$ cat config.mk
export PLATFORM = sky130hd
export DESIGN_NAME = alu_mul_sequencer
export DESIGN_NICKNAME = d
export VERILOG_FILES = /design/src/rtl/alu_mul_sequencer.sv
export SDC_FILE = /design/constraint.sdc
export NUM_CORES = 1
export LEC_CHECK = 0
export BUFFER_PORTS_ARGS = -buffer_cell sky130_fd_sc_hd__buf_2
export CAP_MARGIN = 20
export CORE_MARGIN = 8
export CORE_UTILIZATION = 58
export DETAILED_ROUTE_END_ITERATION = 10
export GPL_ROUTABILITY_DRIVEN = 1
export GPL_TIMING_DRIVEN = 1
export HOLD_SLACK_MARGIN = 0.06
export PLACE_DENSITY = 0.8
export SLEW_MARGIN = 15
export SYNTH_ARGS = -nofsm -noshare
export SYNTH_HDL_FRONTEND = slang
export SYNTH_SLANG_ARGS = --single-unit
$ cat constraint.sdc
create_clock -name clk_i -period 3.2 [get_ports clk_i]
set_clock_uncertainty 0.15 [all_clocks]
set_input_delay 0.32 -clock clk_i [delete_from_list [all_inputs] [get_ports clk_i]]
set_output_delay 0.32 -clock clk_i [all_outputs]
set_load 0.01 [all_outputs]
$ cat src/rtl/alu_mul_sequencer.sv
// Multi-cycle shift-add multiplier and sequencer beside the EX-stage ALU.
// Optional MUL_EARLY_EXIT_EN: finish as soon as the remaining multiplier bits are zero.
module alu_mul_sequencer #(
  parameter int          WIDTH    = 32,
  parameter logic [2:0]  MUL_CODE = 3'b111
) (
  input  logic             clk_i,
  input  logic             rst_i,
  input  logic             start_i,
  input  logic [2:0]       aluctrl_i,
  input  logic             flush_i,
  input  logic [WIDTH-1:0] data1_i,
  input  logic [WIDTH-1:0] data2_i,
  output logic             stall_o,
  output logic             busy_o,
  output logic             done_o,
  output logic [WIDTH-1:0] result_o
);
  localparam int CW = $clog2(WIDTH) + 1;

  typedef enum logic [1:0] {IDLE, RUN, DONE} state_t;

  state_t           state, state_nxt;
  logic [WIDTH-1:0] acc, mcand, mplier, result;
  logic [WIDTH-1:0] acc_step;
  logic [CW-1:0]    count;
  logic             accept, last, skip;

  assign accept   = start_i && (aluctrl_i == MUL_CODE) && (state == IDLE) && !flush_i;
  assign last     = (count == CW'(WIDTH - 1));
  assign acc_step = mplier[0] ? acc + mcand : acc;

`ifdef MUL_EARLY_EXIT_EN
  assign skip = (mplier == '0);
`else
  assign skip = 1'b0;
`endif

  always_comb begin
    state_nxt = state;
    stall_o   = 1'b0;
    case (state)
      IDLE: begin
        stall_o = accept;
        if (accept) state_nxt = RUN;
      end
      RUN: begin
        // A flush releases the pipeline in the same cycle and drops the product.
        if (flush_i) state_nxt = IDLE;
        else begin
          stall_o = 1'b1;
          if (skip || last) state_nxt = DONE;
        end
      end
      DONE:    state_nxt = IDLE;
      default: state_nxt = IDLE;
    endcase
  end

  always_ff @(posedge clk_i) begin
    if (rst_i) begin
      state  <= IDLE;
      acc    <= '0;
      mcand  <= '0;
      mplier <= '0;
      count  <= '0;
      result <= '0;
    end else begin
      state <= state_nxt;
      if (accept) begin
        mcand  <= data1_i;
        mplier <= data2_i;
        acc    <= '0;
        count  <= '0;
      end else if (state == RUN && !skip) begin
        acc    <= acc_step;
        mcand  <= mcand << 1;
        mplier <= mplier >> 1;
        count  <= count + 1'b1;
      end
      // Capture the final sum so result_o is valid during DONE and held afterwards.
      if (state == RUN && state_nxt == DONE)
        result <= skip ? acc : acc_step;
    end
  end

  assign busy_o   = (state == RUN);
  assign done_o   = (state == DONE);
  assign result_o = result;

endmodule

==> results.md, run 1 <==
- Total CTS buffers: 17
- Total GRT Usage: 27.6%
- Fraction of layout cells with a size suffix above 1: approximately 16%
- Setup crit end kind: flip-flop
- Syn Nets: 1008
- First-pass iteration count of the detailed router: 5
- Post-synthesis async set-or-reset flop share: 0%
- Hold Path Cell Cnt: 3
- Max IR drop VDD: between 0.0003 and 0.0004 V
- DR iter-0 viols: 718
- Via Count: around 7.5k
- Drt via density: 6.24
- Post-Syn Area per Cell: 7.92 um2
- Synthesized area: between 0.007 and 0.008 mm2
- Core area: 0.0120 mm2
- Clk sinks: around 140
- Max FO, Critical Path: 5
- Max-cap violations: 0
- Clock Pin Slew Worst Setup and Hold Paths: around 0.060 ns
- WL per Instance: approximately 18 um
- Max stage delay cell, worst path: fa_1
- Buffers on Ports: about 110
- Startpoint Class: flip-flop
- Initial antenna violation count: 0
- Reg2Reg Depth: 10
- Hold crit path type: input port to flip-flop
- Setup WS post-layout: around 0.2 ns
- Max-slew headroom: between 30% and 40%
- Die area: ~0.016 mm2
- Largest net degree at the start of global routing: 89
- Pwr dens: approximately 450 mW/mm2
- Final hold violations: 0
- Setup TNS: 0 ns
- Top FF cell, synth: dfxtp_1
- DP Worst Slack: roughly 0.18 ns
- Starting density of the core: about three fifths
- Top Ports: between 100 and 150
- Final net count: approximately 1.1k
- CTS tree: done
- Gr ovfl total: 0
- Post-route DRC: 0
- Unrepaired setup endpoints after global routing: false
- Core Rows: 40
- Critical Path RT: 3.36 ns
- Slew Limit Fails: 0
- Fin crit period: ~3.0 ns
- Post-synth EDFFs: 0
- Worst Path Class, Setup: flip-flop to flip-flop
- Register area share after synthesis: 38.0%
- Vias in the first global route: approximately 7.4k
- Die X: about 130 um
- Status: finished, final reports clean
- Worst slew pin tran: just over 0.9 ns
- Antenna-violating nets left: 0
- Die height: between 100 and 150 um
- First-pass GRT wire length: around 36000 um
- H-tree levels: 4
- Skew-Pair Late Insertion Delay: 0.43 ns
- Warnings, synthesis: 0
- Critical path arrival: between 3 and 4 ns
- Syn Inst Count: approximately 900
- Post-DP HPWL: between 10000 and 15000 um
- Area growth syn-to-layout: 25.1%
- RD Place Congestion: about 0.97
- CTS max path bufs: 2
- # setup viols final: 0
- Yosys reg bits: between 100 and 150
- Clock root buffer: clkbuf_16
- Tcrit/Tclk final: ~94%
- Routed WL: ~22000 um
- P_leak: between 0.003 and 0.004 uW
- Max stage delay on crit path: about 0.41 ns
- Fmax: between 300 and 400 MHz
- Netlist cell types: roughly 60
- CP cell instances: ha_1 -> fa_1 -> a21o_1 -> a21boi_1 -> nor3_2 -> o21ai_2 -> nand2_1 -> a31oi_1 -> xor2_1 -> a2111oi_0
==> Yosys cell counts, drive strengths merged, types with 7 or more instances <==
cell type | count | share of area (%)
a31oi | 7 | 0.61
a21o | 13 | 1.4
inv | 10 | 0.52
buf | 9 | 0.54
a311oi | 32 | 3.9
clkbuf | 56 | 3.0
dfxtp | 136 | 38
ha | 32 | 5.6
nand3 | 21 | 1.5
nand4 | 10 | 0.87
a211oi | 34 | 3.6
nand2 | 157 | 8.2
xnor2 | 13 | 1.6
mux2i | 14 | 2.0
nor2 | 102 | 5.3
xor2 | 16 | 2.0
o21ai | 30 | 2.2
nor3 | 16 | 1.3
a22oi | 31 | 3.3
a21oi | 93 | 6.6
==> layer usage <==
metal	part of all wire, %	GRT usage [%]	vias to the layer above
met5	0	0	-
met3	7.4	6.86	65
met2	48	46.2	332
met4	3.2	12.6	0
li1	-	-	3555
met1	42	32.7	3516
==> critical path, delay by kind of cell (launching register included) <==
| family | cells | cell delay [ns] |
|---|---|---|
| flip-flops | 1 | 0.33 |
| adder cells (fa/ha/maj) | 2 | 0.66 |
| XOR/XNOR | 1 | 0.11 |
| AO/OA/AOI/OAI | 5 | 1.42 |
| AND/OR/NAND/NOR | 2 | 0.21 |
==> where the power goes <==
part | switching (uW) | total (uW) | internal [uW]
sequential | 15.1 | 1730 | 1710
combinational | 128 | 241 | 113
clock | 793 | 2070 | 1280
total | 936 | 4040 | 3100
==> worst paths after layout <==
path,startpoint,to,slack (ns)
min reg2reg,mplier[18],mplier[18],0.30
max,acc[0],result_o[16],0.20
max reg2reg,acc[0],result_o[16],0.20
min,data2_i[16],mplier[16],0.06
==> final cells by class <==
cell class                      instances  area, um2
Multi-Input combinational cell        693       4160
Sequential cell                       136       2720
Timing Repair Buffer                  178       1220
Antenna cell                            1       2.50
Clock inverter                         12        166
Inverter                               10       37.5
Tap cell                              147        184
Fill cell                             871       3060
Clock buffer                           20        457
==> through the flow <==
step	instance area (um2)	hold slack (ns)	util (%)	total power, uW	cells
finish	8950	0.0607	74.5	4040	1197
global placement	7800	0.293	64.9	1940	1111
global route	8950	0.0639	74.5	4140	1196
floorplan	7160	0.287	-	1860	904
detailed placement	7800	0.297	64.9	1940	1111
CTS	8950	0.0624	74.5	4030	1196
==> placed cells by master (no fill, tap or decap), types with 31 or more instances in the layout <==
cell             n
dfxtp_1        136
a22oi_1         31
ha_1            32
dlygate4sd3_1   53
a211oi_1        33
nand2_1        157
buf_2          105
a311oi_1        32
nor2_1         101
a21oi_1         91
==> flip-flops by register name (all words and copies together), names as in the netlist <==
| signal | count |
|---|---|
| count | 6 |
| mplier | 32 |
| acc | 32 |
| state | 2 |
| result_o | 32 |
| mcand | 32 |
==> cells by family (layout without fill, tap and decap cells) <==
kind of cell,Yosys count,after routing,synth area share (%)
flip-flops,136,136,38.0
XOR/XNOR,29,29,3.55
multiplexers,15,15,2.12
other,0,1,0
adder cells (fa/ha/maj),33,33,5.87
buffers and inverters,75,220,4.04
AO/OA/AOI/OAI,275,275,25.9
AND/OR/NAND/NOR,341,341,20.4
==> repair_timing <==
item,CTS,global route
endpoints found under the setup margin,0,1
endpoints found under the hold margin,53,0
gates resized for setup,0,1
buffers inserted,0,0
hold buffers,53,0
(Power assumes the default switching activity.)
==> run 2, diff against run 1 <==
REMOVE_ABC_BUFFERS = 1   (was default)
==> run 2 against run 1 <==
Sequential share of layout area barely moved. Utilization fell by 0.083 points. Sequential cell count did not move. Maximum frequency rose by 0.33%. Via count fell by 2.1%. Sequential power barely moved. Total power fell by 3.0%. Wire length fell by 5.6%. Critical path depth did not move. Count of clock-buffer cells in the layout rose by 5. Largest cell class unchanged. Global-route usage fell by 1.7 points. Critical path type unchanged.
==> results.md, run 2 (synthesis results as in run 1) <==
- Final hold violations: 0
- FF-to-FF Start: acc[0]
- Pwr dens: approximately 440 mW/mm2
- Core Rows: 40
- Buffers on Ports: 105
- Core Util, Final: 74.4%
- Post-DP HPWL: 13300 um
- Max IR drop VDD: 0.000508 V
- Critical Path RT: around 3.4 ns
- HP Start: data1_i[24]
- Most frequent cells in the layout: nand2_1 (157), dfxtp_1 (136), buf_2 (105), nor2_1 (101), a21oi_1 (91)
- Clk sinks: between 100 and 150
- Via Count: 7311
- CTS tree: done
- Top Ports: roughly 110
- H-tree levels: 4
- Tcrit/Tclk final: 93.5%
- Skew-Pair Late Insertion Delay: 0.42 ns
- Most common cell after layout, fill and taps aside: nand2_1
- Worst slew pin tran: between 0.8 and 0.9 ns
- Post-route cell area: 0.00894 mm2
- Setup crit end kind: flip-flop
- Final net count: 1144
- Fraction of layout cells with a size suffix above 1: between 10% and 20%
- Starting density of the core: 59.6%
- Die area: approximately 0.016 mm2
- Inserted Diodes: 0
- Final hold slack: 0.0592 ns
- CTS max path bufs: 2
- Worst Path Class, Setup: flip-flop to flip-flop
- Status: finished, final reports clean
- Post-route DRC: 0
- # setup viols final: 0
- Placed Area: a little under 0.008 mm2
- Initial antenna violation count: 0
- Core area: approximately 0.012 mm2
- Slew Limit Fails: 0
- Unrepaired setup endpoints after global routing: false
- P_leak: roughly 0.0036 uW
- Gr ovfl total: 0
- Critical path arrival: approximately 3.2 ns
- WL per Instance: about 17 um
- Hold crit path type: input port to flip-flop
- Die X: between 100 and 150 um
- Setup TNS: 0 ns
- Total GRT Usage: about a quarter
- Largest net degree at the start of global routing: 78
- Fmax: approximately 330 MHz
- DR iter-0 viols: about 600
- First-pass iteration count of the detailed router: 6
- Total CTS buffers: 17
- Clock root buffer: clkbuf_16
- Clock Pin Slew Worst Setup and Hold Paths: about 0.06 ns
- Critical Path Start: acc[0]
- Area growth syn-to-layout: 24.9%
- Vias in the first global route: 7147
- Setup bufs post-CTS: 0
- First-pass GRT wire length: about 34000 um
- Die height: between 100 and 150 um
- Max-slew headroom: about 45%
- RD Place Congestion: around 0.90
- Max FO, Critical Path: 5
- Startpoint Class: flip-flop
- Antenna-violating nets left: 0
- Routed WL: 20800 um
- Max-cap violations: 0
- Drt via density: 6.09
- Fin crit period: about 3 ns
-- run 2: cell types whose count changed in the layout (fill, tap and decap cells not counted), moves of 2 or more --
| cell | change |
|---|---|
| clkbuf_8 | +2 |
| inv_6 | -2 |
| dlygate4sd3_1 | +2 |
| clkinv_2 | +3 |
| buf_4 | +3 |
| clkinv_4 | -4 |
| clkbuf_1 | +3 |
-- run 2: per-stage QoR --
step           cells  total power (uW)  worst slack, ns
2_1_floorplan    839              1840            -1.42
3_3_place_gp    1113              1940            0.276
3_5_place_dp    1113              1940            0.231
4_1_cts         1200              3910            0.130
5_1_grt         1200              4030           0.0247
6_report        1200              3920            0.206
-- run 2: timing repair --
item                       in CTS  in global routing
setup endpoints to repair       0                  1
hold buffers                   55                  0
gates resized for setup         0                  2
hold endpoints to repair       55                  0
-- run 2: cell type report --
class	instances	area [um2]
sequential	136	2720
tap	147	184
clock inverter	7	91.3
fill	930	3070
clock buffer	25	495
inverter	10	37.5
multi-input combinational	693	4170
timing repair buffer	182	1240
-- run 2: power breakdown --
group | leakage [uW] | switching, uW | internal [uW]
registers | 0.00110 | 14.0 | 1710
logic | 0.00221 | 122 | 114
clock network | 0.000287 | 729 | 1230
total | 0.00359 | 865 | 3050
-- run 2: critical path, stage by stage, from the launching register on --
cell and delay (ns):
dfxtp_1 0.32, ha_1 0.24, fa_1 0.42, a21o_1 0.21
a21boi_1 0.25, nor3_2 0.13, o21ai_2 0.26, nand2_1 0.08
a31oi_1 0.27, xor2_1 0.14, a2111oi_2 0.41
-- run 2: layer usage --
metal	GRT usage, %	vias to the layer above	wire length, um	part of all wire (%)
li1	-	3541	-	-
met1	31.5	3446	9060	43
met2	42.3	269	9790	47
met3	6.45	55	1320	6.3
met4	11.7	0	663	3.2
met5	0	-	0	0
-- run 2: worst paths after layout --
check / end / slack, ns / depth (start not counted)
max: result_o[16] / 0.21 / 10
min reg2reg: mplier[25] / 0.31 / 2
max reg2reg: result_o[16] / 0.21 / 10
min: mcand[24] / 0.06 / 3
==> run 3, diff against run 2 <==
BUFFER_PORTS_ARGS = -buffer_cell sky130_fd_sc_hd__clkbuf_2   (was -buffer_cell sky130_fd_sc_hd__buf_2)
PLACE_DENSITY = 0.88   (was 0.8)
SLEW_MARGIN = default   (was 15)
==> run 3 against run 2 <==
Sequential power about the same. Global-route usage increased by 1.3 points. Final cell count unchanged. Worst hold slack improved by 0.0060 ns. Utilization increased by 0.26 points. Cell area increased by 0.35%. Count of clock-buffer cells in the layout decreased by 5.
==> results.md, run 3 (synthesis results as in run 1) <==
- Fraction of layout cells with a size suffix above 1: between 15 and 20%
- Critical Path RT: roughly 3.4 ns
- Max stage delay on crit path: 0.41 ns
- Drt via density: between 6 and 7
- Post-route cell area: 0.00897 mm2
- RD Place Congestion: approximately 0.93
- Buffers on Ports: 105
- Clk sinks: ~140
- First-pass GRT wire length: between 30000 and 40000 um
- Max stage delay cell, worst path: fa_1
- Clock Pin Slew Worst Setup and Hold Paths: around 0.060 ns
- Final net count: between 1k and 1.5k
- Worst slew pin tran: a little under 0.9 ns
- Core area: between 0.01 and 0.015 mm2
- Core Rows: 40
- Gr ovfl total: 0
- Setup bufs post-CTS: 0
- H-tree levels: 4
- CTS tree: done
- Critical path arrival: between 3 and 4 ns
- Initial antenna violation count: 1
- DR iter-0 viols: 733
- Max-slew headroom: approximately two fifths
- Setup TNS: 0 ns
- Die height: roughly 130 um
- Top Ports: 106
- Clock root buffer: clkbuf_16
- Skew-Pair Late Insertion Delay: 0.44 ns
- Post-route DRC: 0
- Total of fill cells in the finished design: approximately 850
- Routed WL: between 20000 and 25000 um
- Total GRT Usage: between 20 and 30%
- P_leak: 0.00357 uW
- Total CTS buffers: 17
- Final hold violations: 0
- Hold crit path type: input port to flip-flop
- Fmax: 340 MHz
- Max-cap violations: 0
- Status: finished, final reports clean
- Setup WS post-layout: ~0.26 ns
- Largest net degree at the start of global routing: 80
- Unrepaired setup endpoints after global routing: false
- Most common cell after layout, fill and taps aside: nand2_1
- # setup viols final: 0
- CP cell instances: ha_1 -> fa_1 -> a21o_1 -> a21boi_1 -> nor3_2 -> o21ai_2 -> nand2_1 -> a31oi_1 -> xor2_1 -> a2111oi_1
- CTS max path bufs: 2
- Slew Limit Fails: 0
- Placed Area: between 0.007 and 0.008 mm2
- Startpoint Class: flip-flop
- Core Util, Final: between 70% and 80%
- Setup crit end kind: flip-flop
- WL per Instance: between 15 and 20 um
- First-pass iteration count of the detailed router: 5
- Worst Path Class, Setup: flip-flop to flip-flop
- DP Worst Slack: around 0.32 ns
- Max FO, Critical Path: 5
- Vias in the first global route: around 7.4k
- Fin crit period: around 3 ns
- Starting density of the core: between 50% and 60%
- Most frequent cells in the layout: nand2_1 (157), dfxtp_1 (136), clkbuf_2 (104), nor2_1 (101), a21oi_1 (91)
- Antenna-violating nets left: 0
- Post-DP HPWL: between 10000 and 15000 um
- Die X: between 100 and 150 um
- Pwr dens: 453 mW/mm2
- Area growth syn-to-layout: 25.4%
- Die area: roughly 0.016 mm2
- Tcrit/Tclk final: 92.0%
- Max IR drop VDD: 0.000394 V
- Via Count: around 7.5k
-- run 3: changes by cell type in the layout (fill, tap and decap cells not counted), sizes merged, moves of 3 or more --
cell	delta
dlygate4sd3	+3
clkinvlp	+3
buf	-109
inv	+3
clkbuf	+99
-- run 3: area by class of cell --
cell class	count	area, um2	area share [%]
Multi-Input combinational cell	693	4170	46.4
Antenna cell	2	5.00	0.0558
Tap cell	147	184	2.05
Timing Repair Buffer	180	1240	13.8
Sequential cell	136	2720	30.3
Clock inverter	12	166	1.85
Clock buffer	20	457	5.09
Inverter	10	37.5	0.418
-- run 3: where the power goes --
| part | internal [uW] | switching (uW) | leakage [uW] | total [uW] |
|---|---|---|---|---|
| logic | 116 | 129 | 0.00218 | 245 |
| registers | 1710 | 14.8 | 0.00110 | 1730 |
| clock network | 1280 | 814 | 0.000291 | 2090 |
-- run 3: routing by layer --
layer  vias to the layer above  GRT usage [%]  routed length [um]
li1                       3543              -                   -
met1                      3483           30.9                9000
met2                       385           45.3               10600
met3                        83           6.78                1720
met4                         0           16.4                 960
met5                         -              0                   0
-- run 3: timing repair --
item                                    CTS  global route
endpoints found under the hold margin    58             0
hold buffers                             58             0
resized for setup                         0             1
endpoints found under the setup margin    0             1
-- run 3: path summary, 6_finish.rpt --
kind	from	end	slack (ns)	cells after the start
setup reg to reg	acc[0]	result_o[16]	0.26	10
setup / recovery	acc[0]	result_o[16]	0.26	10
hold / removal	data1_i[24]	mcand[24]	0.07	3
hold reg to reg	mplier[21]	mplier[21]	0.31	2
-- run 3: critical path: cells and delay by family, from the launching register on --
kind	cells	cell delay [ns]
simple gates	2	0.21
xor+xnor	1	0.11
flops	1	0.32
fa+ha+maj	2	0.65
compound gates	5	1.38
-- run 3: stage by stage --
stage / hold WS, ns / total power, uW / cells
after global placement: 0.292 / 1930 / 1108
after detailed placement: 0.297 / 1940 / 1108
after CTS: 0.0609 / 4040 / 1198
final: 0.0652 / 4060 / 1200
after global routing: 0.0779 / 4150 / 1199
after floorplan: 0.239 / 1840 / 839
